[src/rtl/filter_ctrl_pkg.sv]
// Shared mode codes, request-source encoding and mode helpers for the
// filter chain display-select controller.
package filter_ctrl_pkg;

    localparam logic [2:0] MODE_RGB    = 3'd0;
    localparam logic [2:0] MODE_GREY   = 3'd1;
    localparam logic [2:0] MODE_THR1   = 3'd2;
    localparam logic [2:0] MODE_BLUR   = 3'd3;
    localparam logic [2:0] MODE_THR2   = 3'd4;
    localparam logic [2:0] MODE_EDGE   = 3'd5;
    localparam logic [2:0] MODE_MIX    = 3'd6;

    localparam int NUM_MODES = 7;

    localparam logic SRC_CPU = 1'b0;
    localparam logic SRC_BTN = 1'b1;

    // single pending slot: mode waiting for a frame boundary and who asked
    typedef struct packed {
        logic [2:0] mode;
        logic       src;
    } pend_slot_t;

    function automatic logic [5:0] mode_to_onehot(input logic [2:0] mode);
        logic [5:0] oh;
        oh = 6'b000000;
        case (mode)
            MODE_GREY: oh = 6'b000001;
            MODE_THR1: oh = 6'b000010;
            MODE_BLUR: oh = 6'b000100;
            MODE_THR2: oh = 6'b001000;
            MODE_EDGE: oh = 6'b010000;
            MODE_MIX:  oh = 6'b100000;
            default:   oh = 6'b000000;
        endcase
        return oh;
    endfunction

    function automatic logic [2:0] next_mode(input logic [2:0] mode);
        return (mode >= MODE_MIX) ? MODE_RGB : mode + 3'd1;
    endfunction

endpackage

[src/rtl/frame_boundary_det.sv]
// Derives a frame boundary from HSync/VDE: BLANK_LINES HSync rising edges
// with VDE low mark vertical blanking. Emits a combinational boundary strobe
// and a registered one-cycle frame_tick.
module frame_boundary_det #(
    parameter int BLANK_LINES = 2
) (
    input  logic CLK,
    input  logic RST_N,
    input  logic HSync,
    input  logic VDE,
    output logic boundary,
    output logic frame_tick
);

    localparam int CW = 4;
    localparam logic [CW-1:0] CNT_MAX  = CW'(BLANK_LINES);
    localparam logic [CW-1:0] CNT_LAST = CW'(BLANK_LINES - 1);

    logic          hs_q;
    logic          hs_rise;
    logic [CW-1:0] blank_cnt;

    assign hs_rise  = HSync & ~hs_q;
    // fires only on the transition into the saturated count, so once per blanking
    assign boundary = hs_rise & ~VDE & (blank_cnt == CNT_LAST);

    always_ff @(posedge CLK) begin
        if (!RST_N) begin
            hs_q       <= 1'b0;
            blank_cnt  <= '0;
            frame_tick <= 1'b0;
        end else begin
            hs_q       <= HSync;
            frame_tick <= boundary;
            if (VDE)
                blank_cnt <= '0;
            else if (hs_rise && blank_cnt != CNT_MAX)
                blank_cnt <= blank_cnt + 1'b1;
        end
    end

endmodule

[src/rtl/filter_mode_ctrl.sv]
// Display-select controller: arbitrates CPU and button mode requests into a
// single pending slot and applies it only at frame boundaries.
module filter_mode_ctrl
    import filter_ctrl_pkg::*;
#(
    parameter int BLANK_LINES = 2,
    parameter int FCNT_W      = 16
) (
    input  logic              CLK,
    input  logic              RST_N,
    input  logic              HSync,
    input  logic              VDE,
    input  logic              cpu_req_valid,
    input  logic [2:0]        cpu_req_mode,
    output logic              cpu_req_ready,
    input  logic              btn_next,
    input  logic              hold,
    output logic [5:0]        Display,
    output logic [2:0]        mode_out,
    output logic              pending,
    output logic              err,
    output logic              frame_tick,
    output logic [FCNT_W-1:0] frame_count
);

    logic       boundary;
    logic       btn_q;
    logic       btn_rise;
    logic       cpu_pend;
    logic       cpu_acc;
    logic       cpu_legal;
    logic       apply;
    logic       pending_n;
    logic       err_n;
    pend_slot_t slot, slot_n;

    frame_boundary_det #(
        .BLANK_LINES(BLANK_LINES)
    ) u_fbd (
        .CLK        (CLK),
        .RST_N      (RST_N),
        .HSync      (HSync),
        .VDE        (VDE),
        .boundary   (boundary),
        .frame_tick (frame_tick)
    );

    assign cpu_pend      = pending & (slot.src == SRC_CPU);
    // forced high while in reset so software never sees a stall from stale state
    assign cpu_req_ready = ~RST_N | ~cpu_pend;
    assign cpu_acc       = cpu_req_valid & cpu_req_ready;
    assign cpu_legal     = cpu_req_mode < 3'(NUM_MODES);
    assign btn_rise      = btn_next & ~btn_q;
    assign apply         = boundary & pending & ~hold;

    // apply consumes the pre-edge slot; a request on the same edge refills it
    always_comb begin
        slot_n    = slot;
        pending_n = pending;
        err_n     = 1'b0;
        if (apply)
            pending_n = 1'b0;
        if (cpu_acc) begin
            if (cpu_legal) begin
                slot_n.mode = cpu_req_mode;
                slot_n.src  = SRC_CPU;
                pending_n   = 1'b1;
            end else begin
                err_n = 1'b1;
            end
        end else if (btn_rise && !cpu_pend) begin
            slot_n.mode = next_mode(pending ? slot.mode : mode_out);
            slot_n.src  = SRC_BTN;
            pending_n   = 1'b1;
        end
    end

    always_ff @(posedge CLK) begin
        if (!RST_N) begin
            btn_q       <= 1'b0;
            slot        <= '0;
            pending     <= 1'b0;
            err         <= 1'b0;
            mode_out    <= MODE_RGB;
            Display     <= '0;
            frame_count <= '0;
        end else begin
            btn_q   <= btn_next;
            slot    <= slot_n;
            pending <= pending_n;
            err     <= err_n;
            if (boundary)
                frame_count <= frame_count + 1'b1;
            if (apply) begin
                mode_out <= slot.mode;
                Display  <= mode_to_onehot(slot.mode);
            end
        end
    end

endmodule
[config.mk]
export PLATFORM = sky130hd
export DESIGN_NAME = filter_mode_ctrl
export DESIGN_NICKNAME = d
export VERILOG_FILES = /design/src/rtl/filter_ctrl_pkg.sv /design/src/rtl/frame_boundary_det.sv /design/src/rtl/filter_mode_ctrl.sv
export SDC_FILE = /design/constraint.sdc
export NUM_CORES = 1
export LEC_CHECK = 0
export ABC_AREA = 1
export BUFFER_PORTS_ARGS = -buffer_cell sky130_fd_sc_hd__buf_2
export CORE_ASPECT_RATIO = 0.75
export CORE_MARGIN = 2
export CORE_UTILIZATION = 50
export DETAILED_ROUTE_END_ITERATION = 10
export GPL_TIMING_DRIVEN = 0
export PLACE_DENSITY = 0.77
export SLEW_MARGIN = 10
export SYNTH_ARGS = -nofsm -noshare
export SYNTH_HDL_FRONTEND = slang
export SYNTH_SLANG_ARGS = --single-unit
[constraint.sdc]
create_clock -name CLK -period 3.6 [get_ports CLK]
set_clock_uncertainty 0.2 [all_clocks]
set_input_delay 0 -clock CLK [delete_from_list [all_inputs] [get_ports CLK]]
set_output_delay 0 -clock CLK [all_outputs]
set_load 0.02 [all_outputs]
### Word-level counts from Yosys, hierarchy flattened

Index checks and enable logic that the tools add are counted.

| storage, ports and cells | value |
|---|---|
| register bits | 38 |
| input port bits | 10 |
| output and inout bits | 29 |
| word-level logic and storage cells | 59 |

| cells by class | value |
|---|---|
| bitwise gates (word level) | 16 |
| multiplexer cells | 11 |
| equality and inequality tests | 9 |
| add/subtract/negate cells | 3 |
| $lt $le $gt $ge | 2 |
| reduce and logical (&&, ||, !) cells | 7 |

Operators by type and width:

| cell | count |
|---|---|
| $pmux 6 s6 | 1 |
| $add 16x1->16 const B | 1 |
| $mux 4 | 3 |
| $eq 3x3->1 const B | 3 |
| $and 1x1->1 | 8 |
| $not 1->1 | 7 |
| $eq 3x2->1 const B | 2 |
| $mux 3 | 2 |
| $mux 1 | 5 |
| $add 4x1->4 const B | 1 |
| $eq 4x1->1 const B | 1 |
| $ne 4x2->1 const B | 1 |
| $reduce_and 2->1 | 2 |
| $add 3x1->3 const B | 1 |
| $eq 3x1->1 const B | 1 |
| $ge 3x3->1 const B | 1 |
| $lt 3x3->1 const B | 1 |
| $logic_and 1x1->1 | 2 |
| $ne 2x1->1 const B | 1 |
| $reduce_bool 2->1 | 1 |
| $reduce_or 2->1 | 1 |
| $logic_not 1->1 | 1 |
| $or 1x1->1 | 1 |

### Longest topological paths before layout

Gate-level depths: netlist of the first run.

| logic depth | value |
|---|---|
| word-level depth | 9 |
| gate-level depth with buffers | 11 |
| gate-level depth less buffers | 11 |

### Modules after synthesis

Synthesis of the first run repeated with hierarchy kept, for this count alone.

| unflattened totals | value |
|---|---|
| cells, all modules | 271 |
| area, all modules | 1940.6 um^2 |

Modules (own cells, without submodules):

| module | cells an instance | instances | area each (um^2) |
|---|---|---|---|
| filter_mode_ctrl | 221 | 1 | 1606.5 |
| frame_boundary_det | 50 | 1 | 334.1 |

### Worst setup path after synthesis of the first run

No wires, ideal clock.

| path | value |
|---|---|
| path type | register to register |
| start point | register pending |
| end point | register slot[3] (netlist bit) |
| path buffers | 1 |
| data required time | 3336 ps |
| period minus slack after synthesis | 1763 ps |
| stages on the path, launching flop included | 11 |
| slack | 1837 ps |
| arrival | 1499 ps |
| path through | dfxtp_1 buf_4 inv_1 nand2_1 o21ai_2 ha_1 o21ai_2 nand2_1 nor2_1 nor2_1 nor2_1 |

| on the way | value |
|---|---|
| cells in the longest elaborated chain, start to end | 6 |
| elaborated cells between the ends (all ways) | 15 |
| classes of those cells | add/sub (1); order compare (1); eq/ne (1); mux (4); bitwise (4); reduce/logical (4) |

Ends and longest elaborated chain:

| item | RTL line | text |
|---|---|---|
| start, declared | filter_mode_ctrl.sv:20 | `output logic pending,` |
| start signal, assigned | filter_mode_ctrl.sv:90 | `pending <= pending_n;` |
| branches (longest 6 deep; another with $add 3x1->3) | n/a |  |
| end signal, assigned | filter_mode_ctrl.sv:89 | `slot <= slot_n;` |
| end, declared | filter_mode_ctrl.sv:35 | `pend_slot_t slot, slot_n;` |

Several ways; the timed one is not identified. The select of a mux whose other input is x is not followed.
A chain may end at the register's enable or synchronous reset.

### Worst setup path in the final report of the first run

| path | value |
|---|---|
| start point | input cpu_req_mode[2] |
| end point | register err |

| on the way | value |
|---|---|
| cells in the longest elaborated chain, start to end | 2 |

Ends and longest elaborated chain:

| item | RTL line | text |
|---|---|---|
| start, declared | filter_mode_ctrl.sv:14 | `input logic [2:0] cpu_req_mode,` |
| $lt 3x3->1 | filter_mode_ctrl.sv:52 | `assign cpu_legal = cpu_req_mode < 3'(NUM_MODES);` |
| $mux 1 | filter_mode_ctrl.sv:64 | `if (cpu_legal) begin` |
| end signal, assigned | filter_mode_ctrl.sv:91 | `err <= err_n;` |
| end, declared | filter_mode_ctrl.sv:21 | `output logic err,` |

No other way between the ends.

==> impl.org, run 1 <==
** STA
- For this run, the top clock speed supported by timing is 494.7 MHz.
- Final worst path period need :: 2.021 ns
- Unrepaired setup endpoints after global routing :: false
- Final worst hold slack :: 0.2571 ns
- The final number of max-transition violations is 0.
- For the pin with the worst max-slew slack, the measured transition is 0.5265 ns.
- Headroom to the max-slew limit came out at 64.90%.
- Endpoints failing setup :: 0
- Post-route clock period utilization :: 56.15%
- Number of hold-slack violations in the final timing report :: 0
- Final worst slack :: 1.579 ns
- Fin Setup TNS :: 0 ns

** Clocking
- Count of clock tree sinks :: 38
- Gates resized, CTS repair :: 0
- Number of levels the H-tree was split into :: 2
- The number of setup buffers added after CTS is 0.
- Clock network latency to the later pin of the worst-skew pair :: 0.29 ns
- CTS placed an instance of clkbuf_8 at the clock tree root.
- TritonCTS clock tree :: built
- Total of hold buffers inserted after clock tree synthesis :: 12
- TritonCTS Buffers :: 5
- Clock edge transition at the registers on the reported setup and hold paths :: 0.07 ns
- Maximum clock path buffer count :: 2

** Worst setup path
- Counting both buffers and inverters, the worst setup path holds a total of 4.
- Among the stages of the critical path, the cell type that occurs most often is dlygate4sd3_1.
- For this run, the slowest stage of the critical path takes 0.58 ns.
- At the worst endpoint, the required time is 3.63 ns.
- Worst Path Class, Setup :: primary input to flip-flop
- Walking the worst path, the cells encountered are dlygate4sd3_1, buf_2, nand3_1, dlygate4sd3_1, nor3_1, dlygate4sd3_1.
- The worst setup path is launched from a primary input.
- Standard cell with the maximum stage delay on the critical path :: dlygate4sd3_1
- The worst setup path is captured at a flip-flop.
- Critical Path Fanout Max :: 2
- CP Data Arrival Time :: 2.05 ns
- Worst path top cell family by delay :: buffers and inverters

** Drt
- Final routed wire length divided by cell count :: 11.28 microns
- Across all layers, the routed design uses 1,911 vias.
- Total Wirelength :: 4.377 mm
- Once detail routing completed, the nets flagged for antenna violations numbered 0.
- Residual DRC count :: 0
- The first routing iteration left 145 violations.
- After detailed routing, the number of vias per cell comes to 4.925.
- The first TritonRoute pass finished after 4 iterations.

** Finish
- End-of-flow core utilization :: 65.16%
- Relative to the synthesized area, the layout overhead comes to 24.13%.
- At the end of the flow, the number of nets in the layout was 351.
- 0 antenna diodes ended up in the layout.
- The filler cells instantiated in the layout total 333.
- Of the cells placed in the final design, the portion with a size suffix greater than 1 is 18.15%.

** Yosys
- The number of different library cells used by synthesis comes to 27.
- In the post-synthesis netlist, the biggest area contributors are dfxtp_1, nand2_1, inv_1, nor2_1, a21oi_1.
- Synth area leader :: dfxtp_1
- The synthesized netlist occupies a cell area of 1934 sq um.
- Synthesis produced a netlist whose cell count is 278.
- Share of Yosys cell area claimed by the top area cell type :: 39.33%
- Dividing the synthesized area by the synthesized cell count gives 6.958 sq um.
- Sequential cells were found to cover 39.33% of the synthesized design area.
- Counting flops and latches in the post-synthesis netlist gives 38.
- Post-synth net total :: 294
- Synth Warn # :: 0

** Min path
- Worst Hold Class :: primary input to flip-flop

** Pwr
- Total power for the finished layout comes to 0.8297 mW.
- Power spread over the standard cell area amounts to 345.6 nW/um^2.
- Summed over all cells, the static leakage comes to 1.086 nW.
- Peak supply drop :: 0.0002620 V

** Global routing
- Grt ovf :: 0
- The number of global-route vias before repair came to 1,664.
- The number of antenna violations at the first check in global routing was 0.
- The first global-routing pass estimated 7.320 mm of wire.
- Overall track demand over capacity in global routing :: 22.01%
- Entering global routing, the biggest net connects 12 pins.

** Floorplan
- Measured along the x axis, the die boundary spans 75.82 microns.
- IO Count :: 39
- Floorplan core area :: 3685 sq um
- The initial utilization of the core area, before any placement, comes to 52.50%.
- The floorplan step defined a die boundary enclosing 4387 sq um.
- Measured along the y axis, the die boundary spans 57.87 microns.
- The floorplan has 19 rows.

** Place
- Detailed placement finished with a half-perimeter wire length of 3.180 mm.
- In this run the tool buffered the top-level ports with 38 buffer cells.
- Pre-CTS setup slack :: 1.832 ns
- At the end of routability-driven placement, the weighted congestion stood at 0.8540.

** Job
- Max-cap violations :: 0

** Status
- The flow ran to the end, and the final reports show no timing, DRC or antenna violations.
cell usage after synthesis:
master    count
nand2_1      69
inv_1        39
dfxtp_1      38
nor2_1       34
a21oi_1      22
o21ai_0      15
nand3_1      13
nor3_1       10
ha_1          6
nand4_1       5
clkbuf_1      3
nor2_2        3
nor3_4        3
nor2_4        2
nor3b_1       2
o21ai_1       2
o21ai_2       2
a211oi_1      1
and3_1        1
buf_4         1
buf_6         1
clkinv_1      1
nand2_2       1
nand3_2       1
nand3_4       1
nand3b_1      1
nand4_2       1
per-stage QoR:
step / instance area (sq um) / cells
finish: 2401 / 388
global route: 2401 / 388
CTS: 2401 / 388
detailed placement: 2190 / 368
global placement: 2190 / 368
floorplan: 1934 / 278
kinds of logic (layout without fill, tap and decap cells):
logic type | count (synthesis) | in the layout | synth area share, %
AOI/OAI and AO/OA | 42 | 42 | 11.38
buffers and inverters | 45 | 103 | 9.314
DFF | 38 | 38 | 39.33
adders and majority gates | 6 | 6 | 3.881
and+or+nand+nor | 147 | 147 | 36.09
routing by layer:
| layer | vias to the layer above | global-route usage (%) | share of wire (%) |
|---|---|---|---|
| li1 | 1001 | - | - |
| met1 | 852 | 31.65 | 49 |
| met2 | 51 | 33.13 | 44 |
| met3 | 7 | 5.217 | 6.0 |
| met4 | 0 | 6.015 | 0.94 |
| met5 | - | 0 | 0 |
power breakdown:
group	switching [mW]	internal, mW	leakage (nW)
registers	0.00857	0.429	0.308
logic	0.0587	0.0352	0.729
clock network	0.144	0.154	0.0482
total	0.211	0.619	1.09
worst register-to-register path, delay by kind of cell, from the launching register on:
kind                       cells  cell delay (ns)
buffers and inverters          3             0.42
and+or+nand+nor                4             0.32
DFF                            1             0.31
AOI/OAI and AO/OA              2             0.27
adders and majority gates      1             0.18
worst paths after layout:
check | startpoint | end | slack (ns) | cells past startpoint
setup reg to reg | pending$_SDFF_PN0_ | slot[3]$_SDFFE_PN0P_ | 1.81 | 10
hold reg to reg | Display[3]$_SDFFE_PN0P_ | Display[3]$_SDFFE_PN0P_ | 0.27 | 2
setup / recovery | cpu_req_mode[2] | err$_SDFF_PN0_ | 1.58 | 6
hold / removal | btn_next | btn_q$_SDFF_PN0_ | 0.26 | 4
cell usage in the layout (no fill, tap or decap), types with 10 or more instances in the layout:
cell,instances
inv_1,39
nand2_1,69
dfxtp_1,38
nand3_1,13
nor2_1,34
dlygate4sd3_1,12
o21ai_0,15
buf_2,38
nor3_1,10
a21oi_1,22
layout make-up:
type	instances	area, sq um	share of cell area, %
Buffer	5	30.03	1.251
Clock buffer	7	86.33	3.596
Clock inverter	1	5.005	0.2084
Inverter	40	150.1	6.253
Multi-Input combinational cell	195	993.5	41.38
Sequential cell	38	760.7	31.68
Tap cell	52	65.06	2.710
Timing Repair Buffer	50	310.3	12.92
sequential cells by signal (all words and copies together) (netlist names):
register and flops:
frame_count 16, Display 6, slot 4, u_fbd.blank_cnt 4
mode_out 3, btn_q 1, err 1, pending 1
u_fbd.frame_tick 1, u_fbd.hs_q 1
Note: power is estimated with default switching activity, not from simulation.
==> run 2, diff against run 1 <==
Settings changed: ABC_AREA 1 to 0.
Clock period 3.6 ns to 2.1 ns, I/O delays scaled along.
==> run 2 against run 1 <==
Net effect: the run now ends with setup timing left; total power is 67% higher; flip-flop and latch count stayed put; register-to-register slack worse by 1.9 ns; worst hold slack better by 0.0030 ns; first-iteration DRC count shrank 19%; critical path type is now flip-flop to flip-flop; critical endpoint is now frame_count[12]$_SDFFE_PN0N_; highest routed layer unchanged.
==> impl.org, run 2 <==
** Yosys
- Syn Area/Cell :: 8.912 sq um (was 6.958 sq um)
- Netlist cell types :: 44 (was 27)
- The Yosys warning count was 0 (unchanged).
- Post-synth net total :: 219 (was 294)
- Area contributors post-synth :: dfxtp_1, nor2_1, ha_1, mux2i_1, nand2_1 (was dfxtp_1, nand2_1, inv_1, nor2_1, a21oi_1)
- Area of the mapped netlist :: 1809 sq um (was 1934 sq um)
- Synth area leader :: dfxtp_1 (unchanged)
- Post-synth top cells :: dfxtp_1, nor2_1, nand2_1 (was nand2_1, inv_1, dfxtp_1)
- The predominant post-synthesis flop cell was dfxtp_1 (unchanged).
- Fraction of synthesis flops using an asynchronous set or reset pin :: 0% (unchanged)
- The count of mapped cells out of synthesis came to 203 (was 278).
- The fraction of synthesized cell area taken by the top area cell type came to 42.05% (was 39.33%).
- Dominant cell by count in the synthesized netlist :: dfxtp_1 (was nand2_1)
- The number of synthesized register bits was 38 (unchanged).
- EDFF count, synth :: 0 (unchanged)
- The sequential share of the synthesized area came to 42.05% (was 39.33%).

** Drt
- The antenna violation net count after detailed routing is 0 (unchanged).
- The violation count after the first detailed-routing iteration came to 117 (was 145).
- The detailed-route via count came to 1,692 (was 1,911).
- Count of TritonRoute iterations in the first routing pass :: 4 (unchanged)
- Routed vias/inst :: 5.529 (was 4.925)
- The detailed-route wire length is 4.459 mm (was 4.377 mm).
- Residual DRC count :: 0 (unchanged)
- The detail-routed net length per standard cell came to 14.57 microns (was 11.28 microns).

** Global routing
- The overall fraction of global-route tracks in use came to 21.90% (was 22.01%).
- The global-route wire length before repair came to 7.127 mm (was 7.320 mm).
- Vias in the first global route :: 1,499 (was 1,664)
- Grt ovf :: 0 (unchanged)
- Pin count of the biggest net entering global routing :: 12 (unchanged)
- Initial antenna violation count :: 0 (unchanged)

** Worst setup path
- The type of destination of the critical path is a flip-flop (unchanged).
- Critical Path Fanout Max :: 7 (was 2)
- The worst setup path startpoint was u_fbd.blank_cnt[1]$_SDFFE_PP0P_ (was cpu_req_mode[2]).
- Worst Path Class, Setup :: flip-flop to flip-flop (was primary input to flip-flop)
- Worst reg-to-reg path cell count :: 6 (was 10)
- R2R Setup Slk :: -0.07 ns (was 1.81 ns)
- The destination of the worst register-to-register timing path was frame_count[12]$_SDFFE_PN0N_ (was slot[3]$_SDFFE_PN0P_).
- Launch instance of the worst register-to-register path :: u_fbd.blank_cnt[1]$_SDFFE_PP0P_ (was pending$_SDFF_PN0_)
- Category of the worst setup path launch point :: flip-flop (was primary input)
- CP Data Arrival Time :: 2.20 ns (was 2.05 ns)
- Crit path required time :: 2.12 ns (was 3.63 ns)

** Floorplan
- The number of standard-cell rows in the floorplan was 18 (was 19).
- The x dimension of the die came to 73.46 microns (was 75.82 microns).
- IO Count :: 39 (unchanged)
- Initial Utilization :: 53.56% (was 52.50%)
- Floorplan core area :: 3378 sq um (was 3685 sq um)
- Die H :: 56.10 microns (was 57.87 microns)
- The die area came to 4121 sq um (was 4387 sq um).

** STA
- The worst slew slack as a fraction of its limit is 60.37% (was 64.90%).
- Highest clock rate :: 460.4 MHz
- Endpoints failing setup :: 7 (was 0)
- Unrepaired setup endpoints after global routing :: true (was false)
- In the finished design, the share of the clock period the worst path needs comes to 103.4%.
- After layout, the minimum clock period comes to 2.172 ns.
- The transition time at the pin with the least slew margin is 0.5944 ns (was 0.5265 ns).
- Fin Setup TNS :: -0.3020 ns (was 0 ns)
- Final worst slack :: -0.07179 ns (was 1.579 ns)
- The final number of max-transition violations was 0 (unchanged).
- The number of failing hold endpoints at the final stage was 0 (unchanged).

** Finish
- Top library cells by usage in the layout, fill and taps aside :: buf_2, dfxtp_1, nor2_1 (was nand2_1, inv_1, dfxtp_1, buf_2, nor2_1)
- Most common cell after layout, fill and taps aside :: buf_2 (was nand2_1)
- The final-stage net count came to 281 (was 351).
- Diode count :: 0 (unchanged)
- The flip-flop count of the largest register after layout came to 16 (unchanged).
- Most flops, register :: frame_count (unchanged)
- The count of fill cells added during filler insertion was 258 (was 333).
- Registers with the most flip-flops: frame_count (16), Display (6) (unchanged).
- Relative area change from synthesis to final layout :: 35.48% (was 24.13%)
- The layout cell share with drive strength beyond 1 is 32.33% (was 18.15%).

** Job
- Max-cap violations :: 0 (unchanged)

** Status
- Result of the run: finished with violations (was finished, final reports clean).
- Violations in the final reports :: setup timing

** Clocking
- Buffer cell driving the clock tree root :: clkbuf_8 (unchanged)
- The number of CTS-inserted buffers came to 5 (unchanged).
- The buffer depth of the longest clock path came to 2 (unchanged).
- Number of levels the H-tree was split into :: 2 (unchanged)
- Count of clock tree sinks :: 38 (unchanged)
- The clock tree from TritonCTS is built (unchanged).
- The clock-pin slew on the worst setup and hold paths was 0.07 ns (about the same).
- The later-pin clock latency in the skew report was 0.29 ns (about the same).

** Min path
- Cell count of the worst hold path :: 2 (was 4)
- The class of the worst hold path is flip-flop to flip-flop (was primary input to flip-flop).
- The endpoint with the worst hold slack is Display[4]$_SDFFE_PN0P_ (was btn_q$_SDFF_PN0_).
- Hold path startpoint :: Display[4]$_SDFFE_PN0P_ (was btn_next)

** Pwr
- Total leakage power :: 1.001 nW (was 1.086 nW)
- Peak supply drop :: 0.0003493 V (was 0.0002620 V)
- Pwr dens :: 566.9 nW/um^2 (was 345.6 nW/um^2)

** Place
- Pre-CTS setup slack :: -0.1240 ns (was 1.832 ns)
- Weighted congestion reported at the end of routability-driven placement :: 0.8500 (was 0.8540)
- Hpwl dp :: 2.826 mm (was 3.180 mm)
- Port Buffer Count :: 38 (unchanged)
[run 2: cell types whose count changed after synthesis, sizes merged, moves of 9 or more]
cell and change:
a21oi -12, inv -29, nand2 -53, nand3 -9
nor2 -18, nor3 -11, o21ai -13
[run 2: worst max path at each step]
stage	endpoint	slack, ns	depth (start not counted)
3_5_place_dp	frame_count[13]$_SDFFE_PN0N_	-0.12	6
5_1_grt	frame_count[12]$_SDFFE_PN0N_	-0.13	6
3_3_place_gp	frame_count[12]$_SDFFE_PN0N_	-0.09	5
6_report	frame_count[12]$_SDFFE_PN0N_	-0.07	6
4_1_cts	frame_count[12]$_SDFFE_PN0N_	-0.03	6
2_1_floorplan	frame_count[12]$_SDFFE_PN0N_	-0.01	6
[run 2: logic make-up (layout without fill, tap and decap cells)]
group                      after synthesis  count (layout)  share of synthesized area, %
muxes                                    9               9                         5.118
adders and majority gates                6               6                         4.149
AOI/OAI and AO/OA                       33              33                         12.38
and+or+nand+nor                         87              87                         27.32
buffers and inverters                   20              83                         4.149
DFF                                     38              38                         42.05
xor gates and xnor gates                10              10                         4.841
[run 2: power by group]
| part | switching (mW) | internal (mW) | leakage, nW |
|---|---|---|---|
| Sequential | 0.0186 | 0.734 | 0.310 |
| Clock | 0.251 | 0.236 | 0.0395 |
| Combinational | 0.0786 | 0.0710 | 0.652 |
| Total | 0.348 | 1.04 | 1.00 |
[run 2: layer usage]
metal / vias to the layer above / wire, microns / GRT usage, % / share of wire [%]
met4: 0 / 32 / 5.455 / 0.72
met2: 46 / 2118 / 33.04 / 47
met5: - / 0 / 0 / 0
met3: 5 / 206 / 4.891 / 4.6
met1: 791 / 2101 / 31.44 / 47
li1: 850 / - / - / -
[run 2: final cells by class]
type / instances / area, sq um / share of cell area [%]
inverters: 10 / 37.54 / 1.531
multi-input cells: 145 / 1111 / 45.33
plain buffers: 8 / 42.54 / 1.736
well taps: 40 / 50.05 / 2.042
repair buffers: 57 / 357.8 / 14.60
clock buffers: 8 / 80.08 / 3.267
flip-flops and latches: 38 / 772.0 / 31.50
[run 2: stage by stage]
step	cells	hold slack (ns)	power [mW]	utilization, %	area, sq um
final	306	0.2602	1.390	72.56	2451
after global routing	306	0.2781	1.447	72.56	2451
after CTS	301	0.2581	1.373	68.93	2328
after detailed placement	281	0.03665	0.8851	61.52	2078
after global placement	281	0.02075	0.8833	61.52	2078
after floorplan	203	-0.07271	0.8449	-	1838
[run 2: timing repair]
| item | in CTS | in global routing |
|---|---|---|
| hold buffers | 10 | 0 |
| setup buffers | 4 | 5 |
| setup endpoints to repair | 13 | 16 |
| resized for setup | 10 | 17 |
| pin swaps | 2 | 4 |
| hold endpoints to repair | 20 | 0 |
[run 2: critical path, cell delays in order, from the launching register on]
cell and delay, ns:
dfxtp_2 0.33, inv_2 0.06, ha_4 0.12, or4b_4 0.48
or3_4 0.39, or4_4 0.43, a21oi_2 0.12
